**src/rtl/keypad_scanner_pkg.sv**
```systemverilog
// Shared constants for the 4x4 keypad scanner: FSM encodings, matrix size
// and the row-priority helper used when encoding a frame's first hit.
package keypad_scanner_pkg;

   localparam int COLS = 4;
   localparam int ROWS = 4;

   localparam logic [3:0] NO_ROW = 4'b1111;

   localparam logic [1:0] KP_IDLE    = 2'd0;
   localparam logic [1:0] KP_CONFIRM = 2'd1;
   localparam logic [1:0] KP_HELD    = 2'd2;

   // Index of the lowest-numbered low (closed) row bit; only meaningful when
   // at least one bit is low.
   function automatic logic [1:0] first_low_row(input logic [3:0] r);
      logic [1:0] idx;
      idx = 2'd3;
      if (!r[2]) idx = 2'd2;
      if (!r[1]) idx = 2'd1;
      if (!r[0]) idx = 2'd0;
      return idx;
   endfunction

endpackage

```
**src/rtl/kp_scan_tick.sv**
```systemverilog
// Column dwell divider and column rotation: one tick per SCAN_DIV cycles,
// frame_end on the tick that finishes the last column.
module kp_scan_tick
   import keypad_scanner_pkg::*;
#(
   parameter int SCAN_DIV = 100000
) (
   input  logic       clk_crystal,
   input  logic       rst,
   output logic       tick,
   output logic       frame_end,
   output logic [1:0] col_idx,
   output logic [3:0] col
);

   localparam int DW = (SCAN_DIV > 1) ? $clog2(SCAN_DIV) : 1;
   localparam logic [DW-1:0] DIV_LAST = DW'(SCAN_DIV - 1);

   logic [DW-1:0] div_cnt;

   always_ff @(posedge clk_crystal) begin
      if (!rst) begin
         div_cnt <= '0;
         col_idx <= '0;
      end else if (tick) begin
         div_cnt <= '0;
         col_idx <= col_idx + 2'd1;
      end else begin
         div_cnt <= div_cnt + 1'b1;
      end
   end

   always_comb begin
      tick      = (div_cnt == DIV_LAST);
      frame_end = tick && (col_idx == 2'(COLS - 1));
      col       = ~(4'b0001 << col_idx);
   end

endmodule

```
**src/rtl/keypad_scanner.sv**
```systemverilog
// 4x4 matrix keypad scanner: per-frame hit/code capture plus a frame-level
// debounce FSM that reports one accepted key with a single-cycle strobe.
//
// state      | meaning
// -----------+------------------------------------------------------------
// KP_IDLE    | no key accepted; waiting for a frame with any hit
// KP_CONFIRM | candidate latched; counting consecutive matching frames
// KP_HELD    | key accepted; counting consecutive non-matching frames
module keypad_scanner
   import keypad_scanner_pkg::*;
#(
   parameter int SCAN_DIV = 100000,
   parameter int DEBOUNCE = 4
) (
   input  logic       clk_crystal,
   input  logic       rst,
   input  logic [3:0] row,
   output logic [3:0] col,
   output logic [3:0] key_code,
   output logic       key_valid,
   output logic       key_down
);

   localparam logic [3:0] DEB_CNT = 4'(DEBOUNCE);

   logic       tick;
   logic       frame_end;
   logic [1:0] col_idx;

   kp_scan_tick #(.SCAN_DIV(SCAN_DIV)) u_tick (
      .clk_crystal (clk_crystal),
      .rst         (rst),
      .tick        (tick),
      .frame_end   (frame_end),
      .col_idx     (col_idx),
      .col         (col)
   );

   logic [3:0] row_meta;
   logic [3:0] row_sync;

   always_ff @(posedge clk_crystal) begin
      if (!rst) begin
         row_meta <= NO_ROW;
         row_sync <= NO_ROW;
      end else begin
         row_meta <= row;
         row_sync <= row_meta;
      end
   end

   logic       cur_hit;
   logic [3:0] cur_code;
   logic       acc_hit;
   logic [3:0] acc_code;
   logic       frame_hit;
   logic [3:0] frame_code;

   // Earlier columns already own the frame code, so only the first hit sticks.
   always_comb begin
      cur_hit    = (row_sync != NO_ROW);
      cur_code   = {first_low_row(row_sync), col_idx};
      frame_hit  = acc_hit | cur_hit;
      frame_code = acc_hit ? acc_code : cur_code;
   end

   always_ff @(posedge clk_crystal) begin
      if (!rst) begin
         acc_hit  <= 1'b0;
         acc_code <= '0;
      end else if (tick) begin
         if (frame_end) begin
            acc_hit  <= 1'b0;
            acc_code <= '0;
         end else if (!acc_hit && cur_hit) begin
            acc_hit  <= 1'b1;
            acc_code <= cur_code;
         end
      end
   end

   logic [1:0] state;
   logic [3:0] cand;
   logic [3:0] cnt;
   logic [3:0] cnt_inc;
   logic       match;

   always_comb begin
      cnt_inc = (cnt == 4'hF) ? cnt : cnt + 4'd1;
      match   = frame_hit && (frame_code == cand);
   end

   always_ff @(posedge clk_crystal) begin
      if (!rst) begin
         state     <= KP_IDLE;
         cand      <= '0;
         cnt       <= '0;
         key_code  <= '0;
         key_valid <= 1'b0;
         key_down  <= 1'b0;
      end else begin
         key_valid <= 1'b0;
         if (frame_end) begin
            case (state)
               KP_IDLE: begin
                  if (frame_hit) begin
                     cand <= frame_code;
                     if (DEBOUNCE == 1) begin
                        state     <= KP_HELD;
                        key_code  <= frame_code;
                        key_valid <= 1'b1;
                        key_down  <= 1'b1;
                        cnt       <= '0;
                     end else begin
                        state <= KP_CONFIRM;
                        cnt   <= 4'd1;
                     end
                  end
               end
               KP_CONFIRM: begin
                  if (match) begin
                     if (cnt_inc >= DEB_CNT) begin
                        state     <= KP_HELD;
                        key_code  <= cand;
                        key_valid <= 1'b1;
                        key_down  <= 1'b1;
                        cnt       <= '0;
                     end else begin
                        cnt <= cnt_inc;
                     end
                  end else begin
                     state <= KP_IDLE;
                     cnt   <= '0;
                  end
               end
               KP_HELD: begin
                  if (match) begin
                     cnt <= '0;
                  end else if (cnt_inc >= DEB_CNT) begin
                     state    <= KP_IDLE;
                     key_down <= 1'b0;
                     cnt      <= '0;
                  end else begin
                     cnt <= cnt_inc;
                  end
               end
               default: begin
                  state <= KP_IDLE;
                  cnt   <= '0;
               end
            endcase
         end
      end
   end

endmodule

```
**config.mk**
```make
export PLATFORM = sky130hd
export DESIGN_NAME = keypad_scanner
export DESIGN_NICKNAME = d
export VERILOG_FILES = /design/src/rtl/keypad_scanner_pkg.sv /design/src/rtl/kp_scan_tick.sv /design/src/rtl/keypad_scanner.sv
export SDC_FILE = /design/constraint.sdc
export NUM_CORES = 1
export LEC_CHECK = 0
export ABC_AREA = 1
export CAP_MARGIN = 40
export CORE_MARGIN = 4
export CORE_UTILIZATION = 30
export DETAILED_ROUTE_END_ITERATION = 8
export HOLD_SLACK_MARGIN = 0.02
export PLACE_DENSITY_LB_ADDON = 0.15
export SLEW_MARGIN = 15
export SYNTH_ARGS = -nofsm -noshare
export SYNTH_HDL_FRONTEND = slang
export SYNTH_SLANG_ARGS = --single-unit
```
**constraint.sdc**
```tcl
create_clock -name clk_crystal -period 1.68 [get_ports clk_crystal]
set_input_delay 0.504 -clock clk_crystal [delete_from_list [all_inputs] [get_ports clk_crystal]]
set_output_delay 0.504 -clock clk_crystal [all_outputs]
set_load 0.005 [all_outputs]
```
# Word-level counts from Yosys, hierarchy flattened

Index checks and enable logic that the tools add are counted.

Register bits after elaboration: 48

Add/sub/neg operators: 3
Order comparisons: 1
Eq/ne operators: 13
Shifts and indexed selects: 1
Multiplexer cells: 26
Bitwise operators: 3
Reduce and logical (&&, ||, !) cells: 15

Operator list:

| kind                  | number |
|---|---|
| $mux 4                | 8 |
| $add 17x1->17 const B | 1 |
| $eq 17x17->1 const B  | 1 |
| $mux 2                | 7 |
| $pmux 4 s3            | 1 |
| $ne 2x2->1 const B    | 5 |
| $mux 1                | 8 |
| $reduce_and 4->1      | 2 |
| $pmux 2 s3            | 1 |
| $reduce_and 6->1      | 1 |
| $reduce_and 5->1      | 1 |
| $add 4x1->4 const B   | 1 |
| $eq 2x2->1 const B    | 2 |
| $eq 4x4->1            | 1 |
| $eq 4x4->1 const B    | 1 |
| $ge 4x3->1 const B    | 1 |
| $ne 4x4->1 const B    | 1 |
| $not 4->4             | 1 |
| $reduce_and 2->1      | 2 |
| $reduce_bool 2->1     | 2 |
| $shl 1x2->4 const A   | 1 |
| $logic_and 1x1->1     | 3 |
| $ne 3x3->1 const B    | 1 |
| $reduce_and 3->1      | 1 |
| 8 further kinds       | 8 |

# Longest topological paths before layout

Gate-level depths: netlist of the first run.

Depth after elaboration: 8
Gate-level depth with buffers: 14

# By module

A second synthesis of the first run with hierarchy kept.

Cell total of the unflattened synthesis: 313
Area total of the unflattened synthesis: 2,358.5 sq um

By module, submodules not included:

| module         | times used | cells an instance | area each (sq um) | sequential area each (sq um) |
|---|---|---|---|---|
| keypad_scanner | 1          | 170               | 1,298.7           | 580.6 |
| kp_scan_tick   | 1          | 143               | 1,059.8           | 380.4 |

# Worst setup path after synthesis of the first run

Ideal clock, no wire load.

Kind: flip-flop to flip-flop
From: register u_tick.div_cnt[0]
To: register cnt[0]
Setup time: 0.056 ns
Data arrival time: 1.579 ns
Required time: 1.624 ns
Path slack: 0.045 ns
Stages on the path, launching flop included: 14
Buffers on the path: 0
Path through: dfxtp_1 ha_1 nand2_2 nor2_4 inv_2 nor3_2 nand2_1 nor2_4 inv_2 nor2_2 inv_2 a21oi_2 nand2_1 inv_1

Cells in the longest elaborated chain, start to end: 3

Ends and longest elaborated chain:

| what                              | line                  | source |
|---|---|---|
| start, declared                   | kp_scan_tick.sv:19    | `logic [DW-1:0] div_cnt;` |
| start signal, assigned            | kp_scan_tick.sv:29    | `div_cnt <= div_cnt + 1'b1;` |
| $eq 17x17->1                      | kp_scan_tick.sv:34    | `tick = (div_cnt == DIV_LAST);` |
| $logic_and 1x1->1                 | kp_scan_tick.sv:35    | `frame_end = tick && (col_idx == 2'(COLS - 1));` |
| $reduce_and 2->1 (no source line) | -                     |  |
| end signal, assigned              | keypad_scanner.sv:129 | `cnt <= cnt_inc;` |
| end signal, assigned              | keypad_scanner.sv:144 | `cnt <= cnt_inc;` |
| end, declared                     | keypad_scanner.sv:84  | `logic [3:0] cnt;` |

No other way between the ends.
A chain may end at the register's enable or synchronous reset.

# Worst setup path in the final report of the first run

From: register u_tick.col_idx[1]
To: output port col[0]

Cells in the longest elaborated chain, start to end: 2

Ends and longest elaborated chain:

| what                   | line                 | source |
|---|---|---|
| start, declared        | kp_scan_tick.sv:12   | `output logic [1:0] col_idx,` |
| start signal, assigned | kp_scan_tick.sv:27   | `col_idx <= col_idx + 2'd1;` |
| $shl 1x2->4            | kp_scan_tick.sv:36   | `col = ~(4'b0001 << col_idx);` |
| $not 4->4              | kp_scan_tick.sv:36   |  |
| end, declared          | keypad_scanner.sv:18 | `output logic [3:0] col,` |

No other way between the ends.

==> results of run 1 <==
==> placed cells by master, fill, tap and decap left out, drive strengths merged <==
master and count:
ha 6, inv 47, a21oi 19, nand2 62
and3 1, o21bai 1, dfxtp 48, nor4 5
clkinvlp 1, or2 9, o211ai 1, nor3b 3
o21ai 9, nor2 34, clkbuf 5, clkdlybuf4s50 11
nand4 7, nor3 10, nand3 32, clkinv 1
a31oi 4, bufinv 1, xor2 5, buf 65
a211oi 3
==> metrics by stage <==
step | hold WS (ns) | cell area [µm²] | power, W | setup slack, ns | utilization, %
2_1_floorplan | 0.3925 | 2282 | 0.001241 | 0.04494 | -
3_3_place_gp | 0.3958 | 2850 | 0.001300 | -0.05849 | 38.88
3_5_place_dp | 0.4001 | 2850 | 0.001302 | -0.1043 | 38.88
4_1_cts | 0.4243 | 3094 | 0.002158 | -0.06085 | 42.21
5_1_grt | 0.4418 | 3593 | 0.002242 | -0.1021 | 49.02
6_report | 0.4203 | 3593 | 0.002145 | -0.02336 | 49.02
==> what timing repair did <==
item	4_1_cts	5_1_grt
hold buffers	0	0
cloned	0	0
pin swaps	13	33
buffers inserted	7	15
endpoints found under the setup margin	23	47
gates resized for setup	44	97
==> flip-flops by register name, summed over array words and instances (netlist names), 2 cells and up <==
register	count
key_code	4
acc_code	4
cnt	4
state	2
cand	4
row_meta	4
row_sync	4
u_tick.col_idx	2
u_tick.div_cnt	17
==> worst max-delay path: cells and delay by family (launching register included) <==
kind,cells,cell delay [ns]
buffers and inverters,4,0.40
DFF,1,0.34
adders and majority gates,1,0.16
==> layer usage <==
layer | track usage (%) | routed length, µm | vias up
met5 | 0 | 0 | -
met4 | 4.327 | 85 | 0
met3 | 2.447 | 168 | 7
met2 | 20.12 | 2655 | 27
met1 | 17.86 | 2841 | 1033
li1 | - | - | 1167
==> power by group <==
group	internal, W	total, W	switching, W
logic	0.0000685	0.000144	0.0000758
clock network	0.000441	0.000840	0.000400
registers	0.00115	0.00116	0.0000114
total	0.00166	0.00214	0.000487
==> cell type report <==
| type | instances | share of cell area, % |
|---|---|---|
| multi-input cells | 211 | 41.96 |
| flip-flops and latches | 48 | 27.44 |
| repair buffers | 76 | 19.01 |
| inverters | 47 | 5.049 |
| well taps | 99 | 3.447 |
| clock buffers | 5 | 1.915 |
| clock inverters | 3 | 1.184 |
==> logic make-up (layout without fill, tap and decap cells) <==
| family | after synthesis | in the layout | synth area share, % |
|---|---|---|---|
| flip-flops | 48 | 48 | 42.11 |
| XOR/XNOR | 5 | 5 | 1.919 |
| AND/OR/NAND/NOR | 163 | 163 | 34.43 |
| adder cells (fa/ha/maj) | 6 | 6 | 3.289 |
| buffers and inverters | 52 | 131 | 8.881 |
| AO/OA/AOI/OAI | 37 | 37 | 9.375 |
==> worst max path at each step <==
stage	endpoint	slack [ns]	depth (start not counted)
final	col[0]	-0.02	5
after global routing	acc_code[2]	-0.10	11
after floorplan	cnt[0]	0.04	13
after CTS	key_down	-0.06	10
after global placement	cnt[0]	-0.06	13
after detailed placement	cnt[0]	-0.10	13
==> impl_metrics.toml, run 1 <==
[status]
outcome = "finished, violations left"
violations = "setup timing"

[setup_path]
cp-start-kind = "flip-flop"
arrival_ns = 1.20
critPathLaunch = "u_tick.col_idx[1]"
cp-end-kind = "output port"
cp.required_ns = 1.18
path_class = "reg -> out"
worstPathCellList = "buf_6, inv_1, ha_4, inv_1, buf_2"
cpMaxStageDelayCell = "dfxtp_2"
cp_max_fo = 3
r2r_end = "cnt[0]"
r2r_slack_ns = 0
path_common_cell = "inv_1"
max_stage_delay_ns = 0.34
r2r.worst_path.cells = 13
r2r_start = "u_tick.div_cnt[1]"

[clock_tree]
clockBufferDepth = 2
insertion_delay_ns = 0.30
cts_tree = "yes"
numCtsBuffers = 5
clock-sinks = 48
cts-root-buf = "clkbuf_8"
cts.clk_slew.worst_paths_ns = 0.09
cts.htree.levels = 2

[power]
irDropWorstVdd_mv = 0.4169
cellPowerDensity_nw_per_um2 = 596.9
leakage_nw = 1.483

[global_route]
overflow = 0
antenna_found_initial = 0
grt_pass1_wl_um = 9246
track_usage_pct = 12.91
grt_max_degree = 16
grt_pass1_vias = 2031

[synth]
async_reset_ff_share_pct = 0
ys_seq_elements = 48
synth_edf_count = 0
syn_avg_cell_area_um2 = 7.338
seq_area_frac_synth_pct = 42.11
synth_top_area_share_pct = 42.11
yosysTopAreaCell = "dfxtp_1"
ys_warn_count = 0
synthCells = 311
ys.flop_type = "dfxtp_1"
netlist_area_um2 = 2282
synth.most_common_cell = "nand2_1"
yosysUniqueCellTypes = 33
synth_nets = 323
synthTopCellsByArea = "dfxtp_1, nand2_1, inv_1"
synth_commonest_cells = "nand2_1, dfxtp_1, inv_1"

[die]
core_um2 = 7331
die_area_um2 = 9067
die_h_um = 95.22
die_w_um = 95.22
rows = 31
ios = 16
initial_core_util_pct = 31.13

[sta]
fin_crit_ns = 1.703
slew_headroom_pct = 75.83
fmax_ghz = 0.5871
slew_viol_final = 0
finClkSkew_ns = 0.004602
layout_setup_ws_ns = -0.02336
setup_tns_ns = -0.04524
hold_viol = 0
rsz0062_at_grt = "yes"
finalSetupViolations = 2
tightest_slew_ns = 0.3612
fin_crit_sh_pct = 101.4

[detailed_routing]
via_count = 2234
first_pass_iters = 4
wl_um = 5750
drt_iter0_drc = 63
drc = 0
via_per_inst = 4.569
ant_nets = 0
post_drt_wl_per_cell_um = 11.76

[min_path]
hold_path.startpoint = "row_meta[2]"
hold_path.class = "reg -> reg"
min_path_cells = 1
whs_endpoint = "row_sync[2]"

[place]
portBuffers = 15
place_inst = 459
dp_hpwl_um = 3971
gp_congestion = 0.8033

[layout]
fin_nets = 401
fin_cells = 489
regArea_um2 = 985.9
drive_above_1_share_pct = 45.64
multiInputGateArea_um2 = 1508
diodes = 0
nFillCells = 720
syn2layout_area_growth_pct = 57.46

[run]
max_cap_violations = 0
Power figures use the tool's default switching activity.
==> run 2, diff against run 1 <==
- CAP_MARGIN: 40 -> not set
- CTS_BUF_LIST: not set -> sky130_fd_sc_hd__clkbuf_4
==> run 2 against run 1 <==
The run still ends with setup timing left. Register-to-register slack about the same. Sequential cell count is the same. Sequential share of layout area fell by 0.16 points. Via count is 1.2% higher. Clock-buffer cell count unchanged. Die area stayed put. Maximum frequency down 2.5%. Critical path depth unchanged. Power is 6.5% lower. Combinational power barely moved. Critical path type unchanged. Setup slack lost 0.044 ns.
==> impl_metrics.toml, run 2 (same netlist as run 1, synthesis figures left out) <==
[status]
outcome = "finished, violations left"
violations = "setup timing"

[place]
gp_congestion = 0.8033
dp_hpwl_um = 3971
portBuffers = 15

[layout]
largest_reg_flops = 17
fin_nets = 404
diodes = 0
regMostFlops = "u_tick.div_cnt"
regArea_um2 = 983.4
multiInputGateArea_um2 = 1526
drive_above_1_share_pct = 48.09
final_common_cell = "buf_4"
layout_common_cells = "buf_4, nand2_1, dfxtp_1"
nFillCells = 719
syn2layout_area_growth_pct = 58.00

[sta]
finClkSkew_ns = 0.01228
finalSetupViolations = 1
slew_viol_final = 0
rsz0062_at_grt = "yes"
layout_setup_ws_ns = -0.06707
tightest_slew_ns = 0.3535
fin_crit_ns = 1.747
holdWs_ns = 0.4311
fmax_ghz = 0.5724
hold_viol = 0
fin_crit_sh_pct = 104.0
slew_headroom_pct = 76.35

[setup_path]
r2r_start = "u_tick.col_idx[1]"
cp-end-kind = "output port"
arrival_ns = 1.24
crit_family = "flip-flops"
cp_num_buf_inv = 4
max_stage_delay_ns = 0.37
worstPathCellList = "buf_6, buf_6, ha_4, inv_2, buf_6"
r2r.worst_path.cells = 13
r2r_end = "key_down"
cp.required_ns = 1.18
crit_path_end = "col[1]"
r2r_slack_ns = 0.01
critPathLaunch = "u_tick.col_idx[0]"
cpMaxStageDelayCell = "dfxtp_4"
path_common_cell = "buf_6"
cp_max_fo = 3
path_class = "reg -> out"
cp-start-kind = "flip-flop"
cp_num_cells = 5

[detailed_routing]
via_count = 2260
drc = 0
drt_iter0_drc = 70
top_layer_used = "met4"
via_per_inst = 4.593
ant_nets = 0
first_pass_iters = 4
met2_length_um = 2719
wl_um = 5783
post_drt_wl_per_cell_um = 11.75
drt-met1-wl_um = 2874
wl_met3_um = 126

[global_route]
overflow = 0
grt_max_degree = 16
grt_pass1_vias = 2066
antenna_found_initial = 0
track_usage_pct = 12.94
grt_pass1_wl_um = 9280

[power]
cellPowerDensity_nw_per_um2 = 556.3
irDropWorstVdd_mv = 0.3229
leakage_nw = 1.514
finalPower_w = 0.002006

[min_path]
hold_path.class = "reg -> reg"

[die]
ios = 16
core_um2 = 7331
initial_core_util_pct = 31.13
die_w_um = 95.22
rows = 31
die_area_um2 = 9067
die_h_um = 95.22

[clock_tree]
insertion_delay_ns = 0.37
cts.clk_slew.worst_paths_ns = 0.15
numCtsBuffers = 5
clockBufferDepth = 2
cts-root-buf = "clkbuf_4"
cts.htree.levels = 2
cts-hold-fix-buffers = 0
clock-sinks = 48
cts_tree = "yes"

[run]
max_cap_violations = 0
## run 2: changes by cell type in the layout (fill, tap and decap cells not counted), sizes merged
cell and change:
dlygate4sd2 +6, clkdlybuf4s50 -6, buf +3
## run 2: cell type report
class	instances	share of cell area (%)
well taps	99	3.435
multi-input cells	211	42.33
clock inverters	3	1.180
flip-flops and latches	48	27.27
inverters	47	5.239
repair buffers	79	19.50
clock buffers	5	1.041
## run 2: worst reg2reg max path, stage by stage, from the launching register on
cell and delay (ns):
dfxtp_2 0.38, buf_6 0.12, buf_6 0.10, nand2_4 0.06, nand2_2 0.08, nand2_2 0.05
nand2_2 0.08, nand3_4 0.08, nor2_4 0.23, buf_6 0.16, nor2_1 0.04, nand4_1 0.07
nand2_1 0.06, a21oi_1 0.10
## run 2: power breakdown
group	leakage, nW	internal (W)	switching (W)
Clock	0.0412	0.000311	0.000388
Sequential	0.395	0.00115	0.0000117
Combinational	1.08	0.0000680	0.0000761
Total	1.51	0.00153	0.000476
## run 2: worst min path at each step
stage | to | depth (start not counted) | startpoint
after floorplan | row_sync[0] | 1 | row_meta[0]
after global placement | row_sync[3] | 1 | row_meta[3]
after detailed placement | row_sync[2] | 1 | row_meta[2]
after CTS | row_sync[2] | 1 | row_meta[2]
after global routing | row_sync[3] | 1 | row_meta[3]
final | row_sync[2] | 1 | row_meta[2]
## run 2: per-stage QoR
step / cell area, µm² / setup slack (ns) / TNS, ns / util (%) / cells
6_report: 3606 / -0.06707 / -0.06707 / 49.19 / 492
5_1_grt: 3606 / -0.1401 / -1.440 / 49.19 / 492
4_1_cts: 3115 / -0.07687 / -0.8041 / 42.50 / 477
3_5_place_dp: 2850 / -0.1043 / -1.022 / 38.88 / 459
3_3_place_gp: 2850 / -0.05849 / -0.3393 / 38.88 / 459
2_1_floorplan: 2282 / 0.04494 / 0 / - / 311
## run 2: repair_timing
action                     CTS  global route
setup endpoints to repair   29            44
resized for setup           61            99
pin swaps                   12            39
setup buffers               10            15
## run 2: per-layer routing
layer,track usage [%],vias up
met1,17.84,1060
met5,0,-
li1,-,1177
met3,2.684,7
met4,3.966,0
met2,20.23,16
==> run 3, diff against run 2 <==
==> constraint.sdc (replaced) <==
create_clock -name clk_crystal -period 1.68 [get_ports clk_crystal]
set_input_delay 0.336 -clock clk_crystal [delete_from_list [all_inputs] [get_ports clk_crystal]]
set_output_delay 0.336 -clock clk_crystal [all_outputs]
set_load 0.005 [all_outputs]
==> run 3 against run 2 <==
The run still ends with setup timing left. Critical path depth is the same. Final cell count down 4.3%. Clock power grew 2%. Wire length is 7.8% lower. Sequential power barely moved. Clock skew decreased by 0.0013 ns. Via count down 5.5%. Critical endpoint unchanged. Largest power group unchanged.
==> impl_metrics.toml, run 3 (same netlist as run 1, synthesis figures left out) <==
[power]
leakage_nw = 1.312
irDropWorstVdd_mv = 0.2716
cellPowerDensity_nw_per_um2 = 629.7

[sta]
fin_crit_sh_pct = 100.5
setup_tns_ns = -0.008036
fmax_ghz = 0.5924
finClkSkew_ns = 0.01102
tightest_slew_ns = 0.4073
hold_viol = 0
rsz0062_at_grt = "yes"
layout_setup_ws_ns = -0.008036
finalSetupViolations = 1
fin_crit_ns = 1.688
slew_viol_final = 0
slew_headroom_pct = 72.75

[layout]
multiInputGateArea_um2 = 1326
fin_cells = 471
fin_nets = 383
final_common_cell = "nand2_1"
nFillCells = 741
regMostFlops = "u_tick.div_cnt"
largest_reg_flops = 17
syn2layout_area_growth_pct = 39.14
drive_above_1_share_pct = 35.75
layout_common_cells = "nand2_1, inv_1, dfxtp_1, buf_4"
diodes = 0
regArea_um2 = 978.4

[setup_path]
cp-start-kind = "flip-flop"
crit_family = "buffers and inverters"
cp_max_fo = 3
worstPathCellList = "buf_4, inv_4, ha_1, inv_1, dlygate4sd2_1"
cpMaxStageDelayCell = "dfxtp_4"
max_stage_delay_ns = 0.37
cp.required_ns = 1.34
cp_num_buf_inv = 4
cp-end-kind = "output port"
arrival_ns = 1.35
path_class = "reg -> out"

[clock_tree]
cts-hold-fix-buffers = 0
cts-root-buf = "clkbuf_4"
clock-sinks = 48
insertion_delay_ns = 0.37
clockBufferDepth = 2
cts_tree = "yes"
cts.htree.levels = 2
numCtsBuffers = 5
cts.clk_slew.worst_paths_ns = 0.15

[status]
outcome = "finished, violations left"
violations = "setup timing"

[die]
core_um2 = 7331
ios = 16
rows = 31
die_area_um2 = 9067
die_h_um = 95.22
initial_core_util_pct = 31.13
die_w_um = 95.22

[detailed_routing]
via_count = 2135
wl_um = 5333
first_pass_iters = 4
via_per_inst = 4.533
drc = 0
ant_nets = 0
post_drt_wl_per_cell_um = 11.32
drt_iter0_drc = 69

[place]
portBuffers = 15
gp_congestion = 0.8457
place_inst = 455
dp_hpwl_um = 3853
pre_cts_slack_ns = -0.1214

[global_route]
grt_pass1_vias = 2143
track_usage_pct = 12.94
grt_max_degree = 23
antenna_found_initial = 0
overflow = 0
grt_pass1_wl_um = 9439

[run]
max_cap_violations = 0

[min_path]
hold_path.class = "reg -> reg"
## run 3: timing repair
item | in CTS | in global routing
buffers inserted | 6 | 3
resized for setup | 30 | 55
endpoints found under the setup margin | 19 | 42
pin swaps | 7 | 20
## run 3: area by class of cell
class                      instances  area share (%)
timing repair buffer              58           14.97
tap                               99           3.901
clock inverter                     3           1.497
clock buffer                       5           1.182
multi-input combinational        211           41.77
sequential                        48           30.81
inverter                          47           5.871
## run 3: worst register-to-register path, delay by kind of cell, from the launching register on
kind                       cells  cell delay, ns
and+or+nand+nor                7            0.74
adders and majority gates      1            0.16
AOI/OAI and AO/OA              1            0.11
buffers and inverters          4            0.22
DFF                            1            0.38
## run 3: stage by stage
stage | cell area (µm²) | total power, W | utilization (%) | hold WS [ns]
final | 3176 | 0.002000 | 43.32 | 0.4317
after global routing | 3176 | 0.002102 | 43.32 | 0.4616
after CTS | 3017 | 0.002036 | 41.15 | 0.4374
after floorplan | 2282 | 0.001241 | - | 0.3925
after global placement | 2808 | 0.001297 | 38.30 | 0.3943
after detailed placement | 2808 | 0.001298 | 38.30 | 0.4008
## run 3: worst paths after layout
path	end	depth (start not counted)	slack, ns	start
setup / recovery	col[1]	5	-0.008	u_tick.col_idx[1]
hold / removal	row_sync[3]	1	0.43	row_meta[3]
setup reg to reg	cnt[0]	13	0.02	u_tick.div_cnt[0]
hold reg to reg	row_sync[3]	1	0.43	row_meta[3]
## run 3: layer usage
layer	routed length, µm	track usage (%)
met4	38	3.245
met3	199	2.368
met5	0	0
met1	2660	17.40
met2	2435	21.34
## run 3: power breakdown
part / switching (W) / total [W] / internal (W)
clock network: 0.000394 / 0.000712 / 0.000319
logic: 0.0000672 / 0.000124 / 0.0000567
registers: 0.0000115 / 0.00116 / 0.00115
